`src/rtl/booth_dot_accumulator_pkg.sv`:
```
// booth_dot_accumulator_pkg: shared state encoding, product width and saturation limits
package booth_dot_accumulator_pkg;
    typedef enum logic [1:0] {IDLE, ACCUM, DONE} state_t;
    localparam int PROD_W = 8;
    function automatic int sat_max(input int w);
        return (1 << (w - 1)) - 1;
    endfunction
    function automatic int sat_min(input int w);
        return -(1 << (w - 1));
    endfunction
endpackage

```
`src/rtl/booth_sat_add.sv`:
```
// booth_sat_add: signed saturating adder, clamps a+b to the range of an A_W-bit signed value
module booth_sat_add
    import booth_dot_accumulator_pkg::*;
#(
    parameter int A_W = 12,
    parameter int B_W = 8
) (
    input  logic [A_W-1:0] a,
    input  logic [B_W-1:0] b,
    output logic [A_W-1:0] sum,
    output logic           sat
);
    localparam int MAX_I = sat_max(A_W);
    localparam int MIN_I = sat_min(A_W);
    localparam logic [A_W-1:0] MAX = MAX_I[A_W-1:0];
    localparam logic [A_W-1:0] MIN = MIN_I[A_W-1:0];
    logic [A_W:0] wide;
    always_comb begin
        wide = {a[A_W-1], a} + {{(A_W + 1 - B_W){b[B_W-1]}}, b};
        sat  = wide[A_W] != wide[A_W-1];
        sum  = !sat ? wide[A_W-1:0] : wide[A_W] ? MIN : MAX;
    end
endmodule

```
`src/rtl/booth_dot_accumulator.sv`:
```
// booth_dot_accumulator: sums TERMS handshaken signed products with saturation, holds result until acked
module booth_dot_accumulator
    import booth_dot_accumulator_pkg::*;
#(
    parameter int TERMS = 4,
    parameter int ACC_W = 12
) (
    input  logic              clk,
    input  logic              reset,
    input  logic              start,
    input  logic              prod_valid,
    input  logic [PROD_W-1:0] prod_in,
    output logic              prod_ready,
    input  logic              out_ack,
    output logic [ACC_W-1:0]  acc_out,
    output logic              acc_valid,
    output logic              busy,
    output logic              overflow
);
    localparam int CNT_W = $clog2(TERMS + 1);
    state_t state, state_nx;
    logic [CNT_W-1:0] cnt;
    logic [ACC_W-1:0] sum;
    logic sat, xfer, clear, last;
    booth_sat_add #(.A_W(ACC_W), .B_W(PROD_W)) u_add (
        .a  (acc_out),
        .b  (prod_in),
        .sum(sum),
        .sat(sat)
    );
    always_ff @(posedge clk) begin
        if (!reset) state <= IDLE;
        else        state <= state_nx;
    end
    always_comb begin
        xfer  = state == ACCUM && prod_valid;
        last  = xfer && cnt == CNT_W'(TERMS - 1);
        // a new run may start from IDLE, or straight from DONE when the result is taken
        clear = start && (state == IDLE || (state == DONE && out_ack));
        state_nx = state == IDLE  ? (start ? ACCUM : IDLE) :
                   state == ACCUM ? (last ? DONE : ACCUM) :
                   out_ack        ? (start ? ACCUM : IDLE) : DONE;
    end
    always_comb begin
        busy       = state == ACCUM;
        prod_ready = state == ACCUM;
        acc_valid  = state == DONE;
    end
    always_ff @(posedge clk) begin
        if (!reset || clear) begin
            acc_out  <= '0;
            cnt      <= '0;
            overflow <= 1'b0;
        end else if (xfer) begin
            acc_out  <= sum;
            cnt      <= cnt + CNT_W'(1);
            overflow <= overflow | sat;
        end
    end
endmodule

```
`config.mk`:
```
export PLATFORM = sky130hd
export DESIGN_NAME = booth_dot_accumulator
export DESIGN_NICKNAME = d
export VERILOG_FILES = /design/src/rtl/booth_dot_accumulator_pkg.sv /design/src/rtl/booth_sat_add.sv /design/src/rtl/booth_dot_accumulator.sv
export SDC_FILE = /design/constraint.sdc
export NUM_CORES = 1
export LEC_CHECK = 0
export ABC_AREA = 1
export CAP_MARGIN = 30
export CELL_PAD_IN_SITES_DETAIL_PLACEMENT = 1
export CELL_PAD_IN_SITES_GLOBAL_PLACEMENT = 2
export CORE_MARGIN = 10
export CORE_UTILIZATION = 27
export CTS_CLUSTER_SIZE = 16
export DETAILED_ROUTE_END_ITERATION = 8
export GPL_TIMING_DRIVEN = 0
export MAX_ROUTING_LAYER = met4
export PLACE_DENSITY = 0.87
export SLEW_MARGIN = 30
export SYNTH_ARGS = -nofsm -noshare
export SYNTH_HDL_FRONTEND = slang
export SYNTH_HIERARCHICAL = 1
export SYNTH_SLANG_ARGS = --single-unit
export TNS_END_PERCENT = 20
```
`constraint.sdc`:
```
create_clock -name clk -period 2.3 [get_ports clk]
set_input_delay 0.46 -clock clk [delete_from_list [all_inputs] [get_ports clk]]
set_output_delay 0.46 -clock clk [all_outputs]
set_load 0.05 [all_outputs]
```
==> results.yml, run 1 <==
power:
  finalPower_uw: 1000
  p_per_area_nw_per_um2: 393
  p_leak_uw: 0.00123
  ir_worst_vdd_uv: 174
logic_synthesis:
  yosys_warnings: 6
  synth_cell_types: 25
  synthesis.area_um2: 1860
  syn_nets: 308
  ys_seq_area_frac: 0.193
  ys_seq_elements: 18
  syn_avg_cell_area_um2: 6.65
  postSynthCellCount: 280
clock_network:
  hold_buffers: 0
  cts_sinks: 18
  clk_latency_ps: 270
  htreeDepth: 1
  cts_buffer_depth: 2
  clk_pin_slew_ps: 80
  cts-buffers-inserted: 3
  cts-root-buf: "clkbuf_8"
  cts_tree: "built"
routing:
  viasPerCell: 4.68
  postRouteAntennaNets: 0
  drt_iter0_drc: 47
  dr_total_vias: 1868
  wl_per_cell_um: 14.0
  totalWireLength_um: 5590
  route.detailed.drc: 0
  drt-pass1-iter-count: 4
floorplanning:
  die_h_um: 103
  die_area_um2: 10600
  start_util: 0.276
  io_pins: 29
  coreArea_um2: 6760
  fp.dieW_um: 103
  num_rows: 30
placed_design:
  gp_congestion: 0.890
  port_buffers: 27
  hpwl_um: 4330
  dp_cells: 387
  placed_cell_area_um2: 2230
grt:
  grt_max_degree: 11
  grt_usage: 0.110
  grt_pass1_wl_um: 8890
  first_global_vias: 1905
  grt-ovfl-total: 0
  antenna_found_initial: 0
timing:
  max-slew-margin-rel: 0.663
  worst_pin_slew_ps: 503
  fmax_ghz: 0.456
  skew_ps: 7.74
  holdWs_ps: 539
  report.final.slew_viol_count: 0
  timing.final.crit_share: 0.954
  setup_viol: 0
  hold_viol: 0
  finalCriticalPeriod_ps: 2190
final_layout:
  n_fill_cell: 850
  final_util: 0.378
  drive_gt1_frac: 0.320
  final_area_um2: 2550
  nNetsFinal: 348
  fin_cells: 399
  ff_latch_area_um2: 360
  antenna_cells: 0
  areaGrowthSynthToFinish_pct: 37.0
  multi_input_area_um2: 1440
worst_setup_path:
  cp_slowest_stage_delay_ps: 360
  crit_required_ps: 2470
  cp_max_fo: 5
  cp_slowest_cell: "fa_2"
  critPathCaptureType: "flip-flop"
  startpoint_type: "primary input"
  critPathKind: "primary input to flip-flop"
  path_cells: "dlygate4sd2_1 > ha_4 > fa_2 > nand3_1 > nand2_2 > nand3_2 > nand4_1 > nand2_4 > nand2_4 > buf_4 > nand2_1 > nand2_1 > nand4_1 > nand2_2 > inv_2 > nor2_4"
  arrival_ps: 2360
flow_run:
  maxCapViolCount: 0
min_path:
  hold_path_class: "flip-flop to flip-flop"
run_status:
  status: "complete, no violations"
## kinds of logic after synthesis
logic type                 count (synthesis)  synth area share
AOI/OAI and AO/OA                         14            0.0410
xor gates and xnor gates                   7            0.0329
adders and majority gates                 15             0.105
buffers and inverters                     53             0.142
DFF                                       18             0.193
and+or+nand+nor                          173             0.486
## cell type report
class / count / share of cell area
plain buffers: 10 / 0.0407
clock buffers: 4 / 0.0216
inverters: 43 / 0.0632
multi-input cells: 209 / 0.562
flip-flops and latches: 18 / 0.141
well taps: 80 / 0.0392
repair buffers: 35 / 0.132
## cells in the final DEF (no fill, tap or decap)
cell	Yosys	layout
fa_2	0	1
ha_1	14	3
a21oi_4	0	2
ha_4	0	10
dfxtp_1	18	18
nor2_2	4	3
buf_6	3	3
o21ai_1	1	1
buf_2	3	3
inv_2	10	12
dlygate4sd2_1	0	3
nand3_2	4	5
nor2_4	9	10
clkbuf_8	0	4
clkdlybuf4s50_1	0	17
nand2_1	81	75
o21ai_0	3	3
inv_1	33	31
nor2_1	18	18
clkbuf_2	0	1
dlymetal6s2s_1	0	6
a21oi_2	1	1
xnor2_1	2	2
a21oi_1	8	6
nand3_4	2	2
a21boi_1	1	1
buf_4	2	10
nand2_4	0	4
nand4_1	19	19
ha_2	0	1
xor2_1	5	5
nand2_2	26	28
buf_12	2	2
nand3_1	10	9
## Yosys cell counts, drive strengths merged
master | number | share of area
a21boi | 1 | 0.0040
a21oi | 9 | 0.026
buf | 10 | 0.056
dfxtp | 18 | 0.19
fa | 1 | 0.011
ha | 14 | 0.094
inv | 43 | 0.087
nand2 | 107 | 0.25
nand3 | 16 | 0.067
nand4 | 19 | 0.064
nor2 | 31 | 0.10
o21ai | 4 | 0.011
xnor2 | 2 | 0.0094
xor2 | 5 | 0.024
## where the power goes
part           leakage, uW  switching (uW)  internal, uW  total [uW]
logic              0.00105             234           159         393
registers         0.000146            11.6           321         332
clock network    0.0000288             125           153         278
total              0.00123             370           633        1000
## path summary, 6_finish.rpt
kind,start,to,slack [ps],cells after the start
max,prod_in[0],acc_out[9],110,16
max reg2reg,acc_out[11],acc_out[9],140,14
min reg2reg,overflow,overflow,540,4
min,overflow,overflow,540,4
## critical path, delay by kind of cell
kind | cells | cell delay [ps]
simple gates | 11 | 860
buf+inv | 3 | 480
fa+ha+maj | 2 | 540
## registers in the layout, summed over array words and instances (netlist names)
| register | cells |
|---|---|
| overflow | 1 |
| acc_out | 12 |
| cnt | 3 |
| state | 2 |
## through the flow
stage | worst slack [ps] | setup TNS (ps)
2_1_floorplan | 19.5 | 0
3_3_place_gp | -493 | -5620
3_5_place_dp | -485 | -5480
4_1_cts | 6.72 | 0
5_1_grt | -1.74 | -2.16
6_report | 106 | 0
## repair_timing
action                                  in CTS  in global routing
resized for setup                           17                 32
setup buffers                                2                  5
endpoints found under the setup margin      14                 12
cloned                                       0                  1
pin swaps                                    3                 10
## per-layer routing
layer  routed length [um]  global-route usage
met2                 2820               0.192
met5                    0                   -
met4                  102              0.0374
met3                  173              0.0181
met1                 2490               0.123
(Power assumes the default switching activity.)
==> inputs of run 2 (changes only) <==
CELL_PAD_IN_SITES_DETAIL_PLACEMENT = not set   (was 1)
CELL_PAD_IN_SITES_GLOBAL_PLACEMENT = not set   (was 2)
CORE_UTILIZATION = 47   (was 27)
PLACE_DENSITY = 0.84   (was 0.87)
clock period = 1.8 ns   (was 2.3 ns; I/O delays follow)
==> run 2 against run 1 <==
  * The run now ends with setup timing left
  * Clock skew decreased by 5.5 ps
  * Combinational power increased by 26%
  * Sequential share of layout area increased by 1.8 points
  * Design area decreased by 1.3%
  * Die area decreased by 35%
  * Register-to-register slack got worse by 400 ps
  * Core utilization increased by 30 points
  * Worst setup slack got worse by 360 ps
==> results.yml, run 2 (synthesis gave the netlist of run 1 again) <==
routing:
  drt_iter0_drc: 160
  postRouteAntennaNets: 0
  drt-pass1-iter-count: 4
  wl_per_cell_um: 14.1
  viasPerCell: 5.14
  totalWireLength_um: 5180
  dr_total_vias: 1887
  route.detailed.drc: 0
final_layout:
  antenna_cells: 0
  mostFrequentLayoutCells: "nand2_1 (76), inv_1 (32), nand2_2 (29)"
  reg_top3: "acc_out: 12 flops, cnt: 3 flops, state: 2 flops"
  largest_reg_flops: 12
  final_util: 0.673
  nNetsFinal: 348
  n_fill_cell: 317
  top_register: "acc_out"
  areaGrowthSynthToFinish_pct: 35.2
  layout.cells.most_common: "nand2_1"
  fin_cells: 367
  drive_gt1_frac: 0.367
power:
  ir_worst_vdd_uv: 319
  p_per_area_nw_per_um2: 500
  p_leak_uw: 0.00127
worst_setup_path:
  critical-path-top-delay-family: "simple AND/OR/NAND/NOR gates"
  arrival_ps: 2220
  critPathCaptureType: "flip-flop"
  critPathLaunch: "prod_in[0]"
  cp_max_fo: 10
  path_common_cell: "nand2_2"
  cp_slowest_cell: "fa_2"
  crit_required_ps: 1960
  r2r-start: "acc_out[0]"
  critPathKind: "primary input to flip-flop"
  worst-path-buf-inv: 3
  startpoint_type: "primary input"
  path_cells: "dlygate4sd2_1 > ha_4 > fa_2 > nand3_2 > nand2_4 > nand3_4 > nand4_1 > nand2_2 > nand2_2 > buf_8 > nand2_1 > nand2_1 > nand4_1 > nand2_2 > inv_2 > nor2_4"
  cp_slowest_stage_delay_ps: 350
placed_design:
  dp_cells: 355
  gp_congestion: 0.965
  hpwl_um: 3480
  port_buffers: 27
  pre_cts_ws_ps: -825
timing:
  max-slew-margin-rel: 0.663
  fin_tns_setup_ps: -2550
  setup_viol: 12
  skew_ps: 2.26
  worst_pin_slew_ps: 505
  finalCriticalPeriod_ps: 2060
  rsz0062_at_grt: "yes"
  fin_ws_ps: -258
  holdWs_ps: 509
  timing.final.crit_share: 1.14
  fmax_ghz: 0.486
  report.final.slew_viol_count: 0
  hold_viol: 0
run_status:
  violations: "setup timing"
  status: "complete, but fails checks"
grt:
  grt_pass1_wl_um: 8770
  first_global_vias: 1836
  grt_max_degree: 11
  antenna_found_initial: 0
  grt_usage: 0.152
  grt-ovfl-total: 0
min_path:
  hold_path_class: "primary input to flip-flop"
  holdCritStartpoint: "prod_valid"
clock_network:
  cts_sinks: 18
  clk_latency_ps: 260
  cts-buffers-inserted: 3
  cts-root-buf: "clkbuf_8"
  htreeDepth: 1
  cts_buffer_depth: 2
  cts_tree: "built"
  hold_buffers: 0
  clk_pin_slew_ps: 70
floorplanning:
  start_util: 0.498
  die_area_um2: 6880
  coreArea_um2: 3740
  io_pins: 29
  fp.dieW_um: 83.0
  die_h_um: 83.0
  num_rows: 22
flow_run:
  maxCapViolCount: 0
-- run 2: path summary, 6_finish.rpt --
check / endpoint / slack [ps] / depth (start not counted)
worst max register to register: acc_out[7] / -260 / 15
worst max-delay path: acc_out[7] / -260 / 16
worst min register to register: overflow / 530 / 4
worst min-delay path: acc_out[11] / 510 / 5
-- run 2: metrics by stage --
step	cell area (um^2)	total power, uW
floorplan	1940	750
global placement	2270	853
detailed placement	2270	860
CTS	2510	1260
global route	2520	1330
finish	2520	1260
-- run 2: metal layers --
| metal | part of all wire | up-vias | wire, um | global-route usage |
|---|---|---|---|---|
| met2 | 0.48 | 74 | 2470 | 0.247 |
| met3 | 0.063 | 11 | 329 | 0.0205 |
| li1 | - | 955 | - | - |
| met5 | 0 | - | 0 | - |
| met1 | 0.43 | 847 | 2250 | 0.183 |
| met4 | 0.026 | 0 | 133 | 0.0677 |
-- run 2: where the power goes --
group / leakage (uW) / internal (uW) / switching (uW) / total [uW]
combinational: 0.00108 / 196 / 301 / 497
sequential: 0.000155 / 401 / 13.5 / 414
clock: 0.0000288 / 195 / 153 / 348
total: 0.00127 / 791 / 468 / 1260
-- run 2: area by class of cell --
cell class                      instances  area [um^2]  share of cell area
Buffer                                 10          108              0.0427
Inverter                               43          161              0.0641
Multi-Input combinational cell        209         1440               0.571
Clock buffer                            4         55.1              0.0219
Timing Repair Buffer                   35          295               0.117
Sequential cell                        18          400               0.159
Tap cell                               48         60.1              0.0238
-- run 2: repair_timing --
| item | CTS | global route |
|---|---|---|
| setup endpoints to repair | 24 | 16 |
| cloned | 1 | 0 |
| resized for setup | 54 | 9 |
| pin swaps | 16 | 1 |
| buffers inserted | 7 | 0 |
-- run 2: tightest hold or removal path, delay by kind of cell --
| kind | cells | cell delay (ps) |
|---|---|---|
| buffers and inverters | 2 | 200 |
| AND/OR/NAND/NOR | 3 | 180 |
